$ cat src/rtl/scandoubler_ctrl.sv
// Scandoubler timing supervisor: measures line/frame timing, locks, generates doubler enables.
// Optional interlace field detection is built when SCANDOUBLER_CTRL_INTERLACE_EN is defined.
`timescale 1ns/1ps

module scandoubler_ctrl #(
    parameter int HS_TOL     = 4,
    parameter int LOCK_LINES = 16,
    parameter int BYPASS_MAX = 1200
) (
    input  logic        clk_sys,
    input  logic        reset_n,
    input  logic        hs_in,
    input  logic        vs_in,
    input  logic [1:0]  scanlines_req,
    output logic        ce_x1,
    output logic        ce_x2,
    output logic        locked,
    output logic        bypass,
    output logic [11:0] hs_period,
    output logic [9:0]  vs_lines,
    output logic [1:0]  scanlines_out,
    output logic        field
);

    typedef enum logic [1:0] {
        ST_SEARCH  = 2'd0,
        ST_MEASURE = 2'd1,
        ST_LOCKED  = 2'd2
    } state_t;

    state_t      state;
    logic        hs_q;
    logic        vs_q;
    logic        hfe;
    logic        vfe;
    logic [11:0] pcnt;
    logic [9:0]  lcnt;
    logic [11:0] ref_period;
    logic [7:0]  match_cnt;
    logic [1:0]  div;

    logic [12:0] period_now;
    logic [12:0] period_diff;
    logic        period_match;
    logic        lock_reached;
    logic        timeout;

    assign hfe = hs_q & ~hs_in;
    assign vfe = vs_q & ~vs_in;

    // Line length ending at this HFE, kept 13 bits wide so the tolerance and
    // bypass compares see a saturated (4096) period as long rather than zero.
    assign period_now   = {1'b0, pcnt} + 13'd1;
    assign period_diff  = (period_now >= {1'b0, ref_period}) ? (period_now - {1'b0, ref_period})
                                                             : ({1'b0, ref_period} - period_now);
    assign period_match = (period_diff <= 13'(HS_TOL));
    assign lock_reached = ((match_cnt + 8'd1) == 8'(LOCK_LINES));
    assign timeout      = (pcnt == 12'hFFF);

    // Enables decode straight from registered div/state, so they carry no input-side glitches.
    assign ce_x1 = (state != ST_SEARCH) && (div == 2'd1);
    assign ce_x2 = (state != ST_SEARCH) && div[0];

    always_ff @(posedge clk_sys or negedge reset_n) begin
        if (!reset_n) begin
            hs_q          <= 1'b0;
            vs_q          <= 1'b0;
            pcnt          <= '0;
            lcnt          <= '0;
            div           <= '0;
            hs_period     <= '0;
            vs_lines      <= '0;
            scanlines_out <= '0;
        end else begin
            // NOTE: sequential state uses non-blocking assignments so every
            // register samples the pre-edge values of its neighbours.
            hs_q <= hs_in;
            vs_q <= vs_in;

            if (hfe) begin
                pcnt      <= '0;
                hs_period <= period_now[11:0];
            end else if (!timeout) begin
                pcnt <= pcnt + 12'd1;
            end

            // A vsync landing on the same cycle as hsync starts the new frame
            // with that line already counted.
            if (vfe) begin
                vs_lines <= lcnt;
                lcnt     <= hfe ? 10'd1 : 10'd0;
            end else if (hfe && (lcnt != 10'h3FF)) begin
                lcnt <= lcnt + 10'd1;
            end

            div           <= hfe ? 2'd0 : div + 2'd1;
            scanlines_out <= (locked && !bypass) ? scanlines_req : 2'd0;
        end
    end

`ifdef SCANDOUBLER_CTRL_INTERLACE_EN
    logic [11:0] half_p;
    logic [11:0] eighth_p;
    logic [11:0] field_lo;
    logic [11:0] field_hi;
    logic        field_mid;

    assign half_p    = hs_period >> 1;
    assign eighth_p  = hs_period >> 3;
    assign field_lo  = half_p - eighth_p;
    assign field_hi  = half_p + eighth_p;
    assign field_mid = (pcnt > field_lo) && (pcnt < field_hi);
`else
    assign field = 1'b0;
`endif

    always_ff @(posedge clk_sys or negedge reset_n) begin
        if (!reset_n) begin
            state      <= ST_SEARCH;
            ref_period <= '0;
            match_cnt  <= '0;
            locked     <= 1'b0;
            bypass     <= 1'b0;
`ifdef SCANDOUBLER_CTRL_INTERLACE_EN
            field      <= 1'b0;
`endif
        end else begin
`ifdef SCANDOUBLER_CTRL_INTERLACE_EN
            if (state == ST_SEARCH) begin
                field <= 1'b0;
            end else if (vfe) begin
                field <= field_mid;
            end
`endif
            case (state)
                ST_SEARCH: begin
                    locked <= 1'b0;
                    bypass <= 1'b0;
                    if (hfe) begin
                        state     <= ST_MEASURE;
                        match_cnt <= '0;
                    end
                end

                ST_MEASURE: begin
                    if (hfe) begin
                        if (period_match) begin
                            match_cnt <= match_cnt + 8'd1;
                            if (lock_reached) begin
                                state  <= ST_LOCKED;
                                locked <= 1'b1;
                                bypass <= (period_now <= 13'(BYPASS_MAX));
                            end
                        end else begin
                            ref_period <= period_now[11:0];
                            match_cnt  <= '0;
                        end
                    end else if (timeout) begin
                        state  <= ST_SEARCH;
                        locked <= 1'b0;
                        bypass <= 1'b0;
                    end
                end

                ST_LOCKED: begin
                    if (hfe) begin
                        if (!period_match) begin
                            state      <= ST_MEASURE;
                            ref_period <= period_now[11:0];
                            match_cnt  <= '0;
                            locked     <= 1'b0;
                            bypass     <= 1'b0;
                        end
                    end else if (timeout) begin
                        state  <= ST_SEARCH;
                        locked <= 1'b0;
                        bypass <= 1'b0;
                    end
                end

                default: begin
                    state  <= ST_SEARCH;
                    locked <= 1'b0;
                    bypass <= 1'b0;
                end
            endcase
        end
    end

endmodule

$ cat config.mk
export PLATFORM = sky130hd
export DESIGN_NAME = scandoubler_ctrl
export DESIGN_NICKNAME = d
export VERILOG_FILES = /design/src/rtl/scandoubler_ctrl.sv
export SDC_FILE = /design/constraint.sdc
export NUM_CORES = 1
export LEC_CHECK = 0
export CAP_MARGIN = 20
export CORE_MARGIN = 2
export CORE_UTILIZATION = 45
export CTS_CLUSTER_DIAMETER = 200
export DETAILED_ROUTE_END_ITERATION = 6
export DONT_BUFFER_PORTS = 1
export PLACE_DENSITY = 0.58
export SLEW_MARGIN = 40
export SYNTH_ARGS = -nofsm -noshare
export SYNTH_HDL_FRONTEND = slang
export SYNTH_SLANG_ARGS = --single-unit
$ cat constraint.sdc
create_clock -name clk_sys -period 3.8 [get_ports clk_sys]
set_input_delay 0.57 -clock clk_sys [delete_from_list [all_inputs] [get_ports clk_sys]]
set_output_delay 0.57 -clock clk_sys [all_outputs]
set_load 0.005 [all_outputs]
==> run_results.csv <==
group,metric,value,unit
power,power_density,661.7,nW/um2
synthesis,synth_mux_area_share,4.216,%
synthesis,synthTopCellsByCount,"dfrtp_1 (74), nand2_1 (65), inv_1 (41)",
route,drt_iter0_markers,280,
power,switching_share,42.41,%
worst_setup_path,cp_cell_sequence,"ha_4 -> nand3_4 -> nor2_4 -> and4_1 -> xor2_2 -> ha_4 -> a21o_1 -> a21oi_2 -> o311ai_4 -> nor3_4 -> o211ai_1 -> or3_4 -> buf_4 -> a211oi_1 -> and3_1 -> o21ai_0",
timing,fin_crit,3.767,ns
route,firstDrtPassIters,5,
placed_design,io_buffers,0,
cts,clock_sinks,74,
global_routing,grt_pass1_vias,3815,
die,io_pins,35,
finish,final_cell_area,5861,um2
worst_setup_path,critPathRequiredTime,4.04,ns
timing,maxSlewViolCount,0,
cts,cts_buffers,9,
worst_setup_path,path_class,"flip-flop to flip-flop",
synthesis,synthAdderAreaFrac,8.431,%
route,antenna_left,0,
synthesis,async_reset_ff_share,100.0,%
worst_setup_path,startpoint_type,"flip-flop",
finish,final_core_util,54.54,%
synthesis,yosys.cell_count.top_type,"dfrtp_1",
status,status,"completed",
synthesis,syn_inst,539,
global_routing,grt_pass1_wl,19180,um
route,avgRoutedWirePerCell,16.86,um
route,route.detailed.drc,0,
timing,grt_setup_unrepaired,"true",
worst_setup_path,cpMaxStageDelayCell,"dfrtp_1",
finish,layout.nets,618,
placed_design,post_dp_cell_area,5278,um2
worst_setup_path,cpPeakStageDelay,0.41,ns
power,power.net_switching,1.645,mW
worst_setup_path,arrival,4.00,ns
worst_setup_path,worstReg2RegStart,"pcnt[0]",
placed_design,dp_cells,698,
synthesis,synth_nets,578,
cts,worstSkewPairLatency,0.36,ns
timing,max_freq,265.4,MHz
worst_setup_path,path_common_cell,"ha_4",
synthesis,synth_top_area_share,37.81,%
synthesis,synth_warnings,0,
route,avgViaCountPerCell,5.537,
synthesis,synthesis.area,4897,um2
synthesis,yosys-top-cells-area,"dfrtp_1 (38%), ha_1 (8.4%), nand2_1 (5.0%)",
power,combPwrFrac,57.2,%
run,maxCapViolCount,0,
synthesis,synth_compound_area_share,18.60,%
finish,drive_above_1_share,22.95,%
die,die_h,108.3,um
cts,clk_path_buf_depth,2,
global_routing,antenna_found_initial,0,
power,irDropWorstVdd,0.0003050,V
global_routing,grt_overflow,0,
cts,clkTransAtPathRegs,0.08,ns
route,dr_total_vias,4009,
finish,area_delta_synth_final,19.67,%
synthesis,synthSimpleGateAreaFrac,20.13,%
die,initial_utilization,45.58,%
timing,finalHoldViolations,0,
global_routing,grt_max_degree,75,
power,p_int,2.233,mW
placed_design,gp_congestion,0.8770,
timing,tightestPinTransition,0.8310,ns
worst_setup_path,critPathCaptureType,"flip-flop",
synthesis,ys.flop_type,"dfrtp_1",
power,clkPwrFrac,17.7,%
cts,root_buffer,"clkbuf_8",
route,wl,12210,um
power,p_seq_share,25.1,%
worst_hold_path,hold_path_class,"input pin to async pin",
finish,n_fill_cell,1025,
die,die-area,11730,um2
worst_setup_path,path_max_fanout,6,
finish,fin_cells,724,
global_routing,track_usage,21.18,%
die,coreArea,10750,um2
synthesis,ys_seq_area_share,37.81,%
synthesis,synth.ff_latch_count,74,
timing,max_slew_margin,44.48,%
synthesis,synth_top_family_by_area,"simple AND/OR/NAND/NOR gates",
die,die_x,108.3,um
cts,htree_num_levels,3,
die,rows,38,
worst_setup_path,cp-startpoint,"pcnt[0]",
finish,num_antenna_cells,0,
cts,cts_tree,"built",
placed_design,dpl.hpwl,8558,um
timing,final.period_utilization,99.14,%
timing,setup_violations,0,
synthesis,synth_edf_count,0,
power,leakagePower,2.646,nW
timing,fin_skew,0.01084,ns
synthesis,synth_xor_area_share,4.292,%
synthesis,yosysTopAreaCell,"dfrtp_1",
synthesis,avgSynthCellArea,9.086,um2
synthesis,synth_cell_type_count,74,
state kept, by name, summed over array words and instances, names as in the netlist, 2 cells and up:
register	cells
div	2
hs_period	12
lcnt	10
match_cnt	8
pcnt	12
ref_period	12
scanlines_out	2
state	2
vs_lines	10
layout by cell type, fill, tap and decap left out, drive strengths merged, types with 5 or more instances in the layout:
master,synthesis,layout
mux2i,18,18
xnor2,11,11
clkbuf,15,10
xor2,13,13
nor3,10,10
nand3,18,18
nand2,65,65
inv,42,43
or3,11,11
nand2b,7,7
dfrtp,74,74
a21oi,41,41
a211oi,5,5
o21ai,37,37
nand4,11,11
ha,33,33
buf,11,55
nor2,36,36
and3,9,9
a31oi,6,6
nor2b,8,8
stage by stage:
stage	total power [mW]	setup slack (ns)	TNS (ns)	hold slack, ns
finish	3.878	0.03279	0	0.07750
global route	4.147	-0.1558	-2.098	0.08678
CTS	3.744	0.009618	0	0.08800
detailed placement	2.918	-0.09475	-0.1867	0.2760
global placement	2.917	-0.04968	-0.1531	0.2761
floorplan	2.433	0.005855	0	0.2744
metal layers:
layer  vias up  global-route usage (%)  part of all wire [%]  routed length, um
met5         -                       0                     0                  0
met4         0                   7.509                   1.0                125
met3         8                   4.219                   2.7                334
met2        63                   33.24                    48               5863
met1      1978                   29.13                    48               5885
li1       1960                       -                     -                  -
critical path, delay by kind of cell, from the launching register on:
| family | cells | cell delay, ns |
|---|---|---|
| xor gates and xnor gates | 1 | 0.26 |
| adders and majority gates | 2 | 0.44 |
| AOI/OAI and AO/OA | 6 | 1.09 |
| buffers and inverters | 1 | 0.19 |
| and+or+nand+nor | 6 | 1.25 |
| DFF | 1 | 0.41 |
power groups by stage:
stage	logic, mW	registers (mW)	clock network, mW
after floorplan	1.48	0.958	0
after global placement	1.94	0.972	0
after detailed placement	1.94	0.976	0
after CTS	2.08	0.962	0.704
after global routing	2.42	0.988	0.742
final	2.22	0.972	0.686
layout make-up:
cell class	count	area [um2]	area share, %
Multi-Input combinational cell	397	3008	51.32
Sequential cell	74	1853	31.62
Timing Repair Buffer	55	449.2	7.664
Tap cell	140	175.2	2.989
Inverter	42	157.7	2.690
Clock buffer	10	127.6	2.178
Clock inverter	6	90.09	1.537
path summary, 6_finish.rpt:
path                                      end  slack [ns]  cells after the start
worst max-delay path                 state[1]        0.03                     16
worst max register to register       state[1]        0.03                     16
min in group clk_sys                     hs_q        0.23                      0
max in group asynchronous        hs_period[7]        3.38                      1
worst min-delay path            ref_period[4]        0.08                      1
worst min register to register         div[0]        0.46                      1
logic make-up after synthesis:
| logic type | after synthesis |
|---|---|
| muxes | 20 |
| adders and majority gates | 33 |
| buffers and inverters | 68 |
| other | 1 |
| and+or+nand+nor | 190 |
| AOI/OAI and AO/OA | 129 |
| xor gates and xnor gates | 24 |
| DFF | 74 |
what timing repair did:
item,in CTS,in global routing
gates resized for setup,6,42
setup buffers,6,3
hold buffers,1,0
pin swaps,6,8
endpoints found under the hold margin,74,0
setup endpoints to repair,6,24
Note: power is estimated with default switching activity, not from simulation.
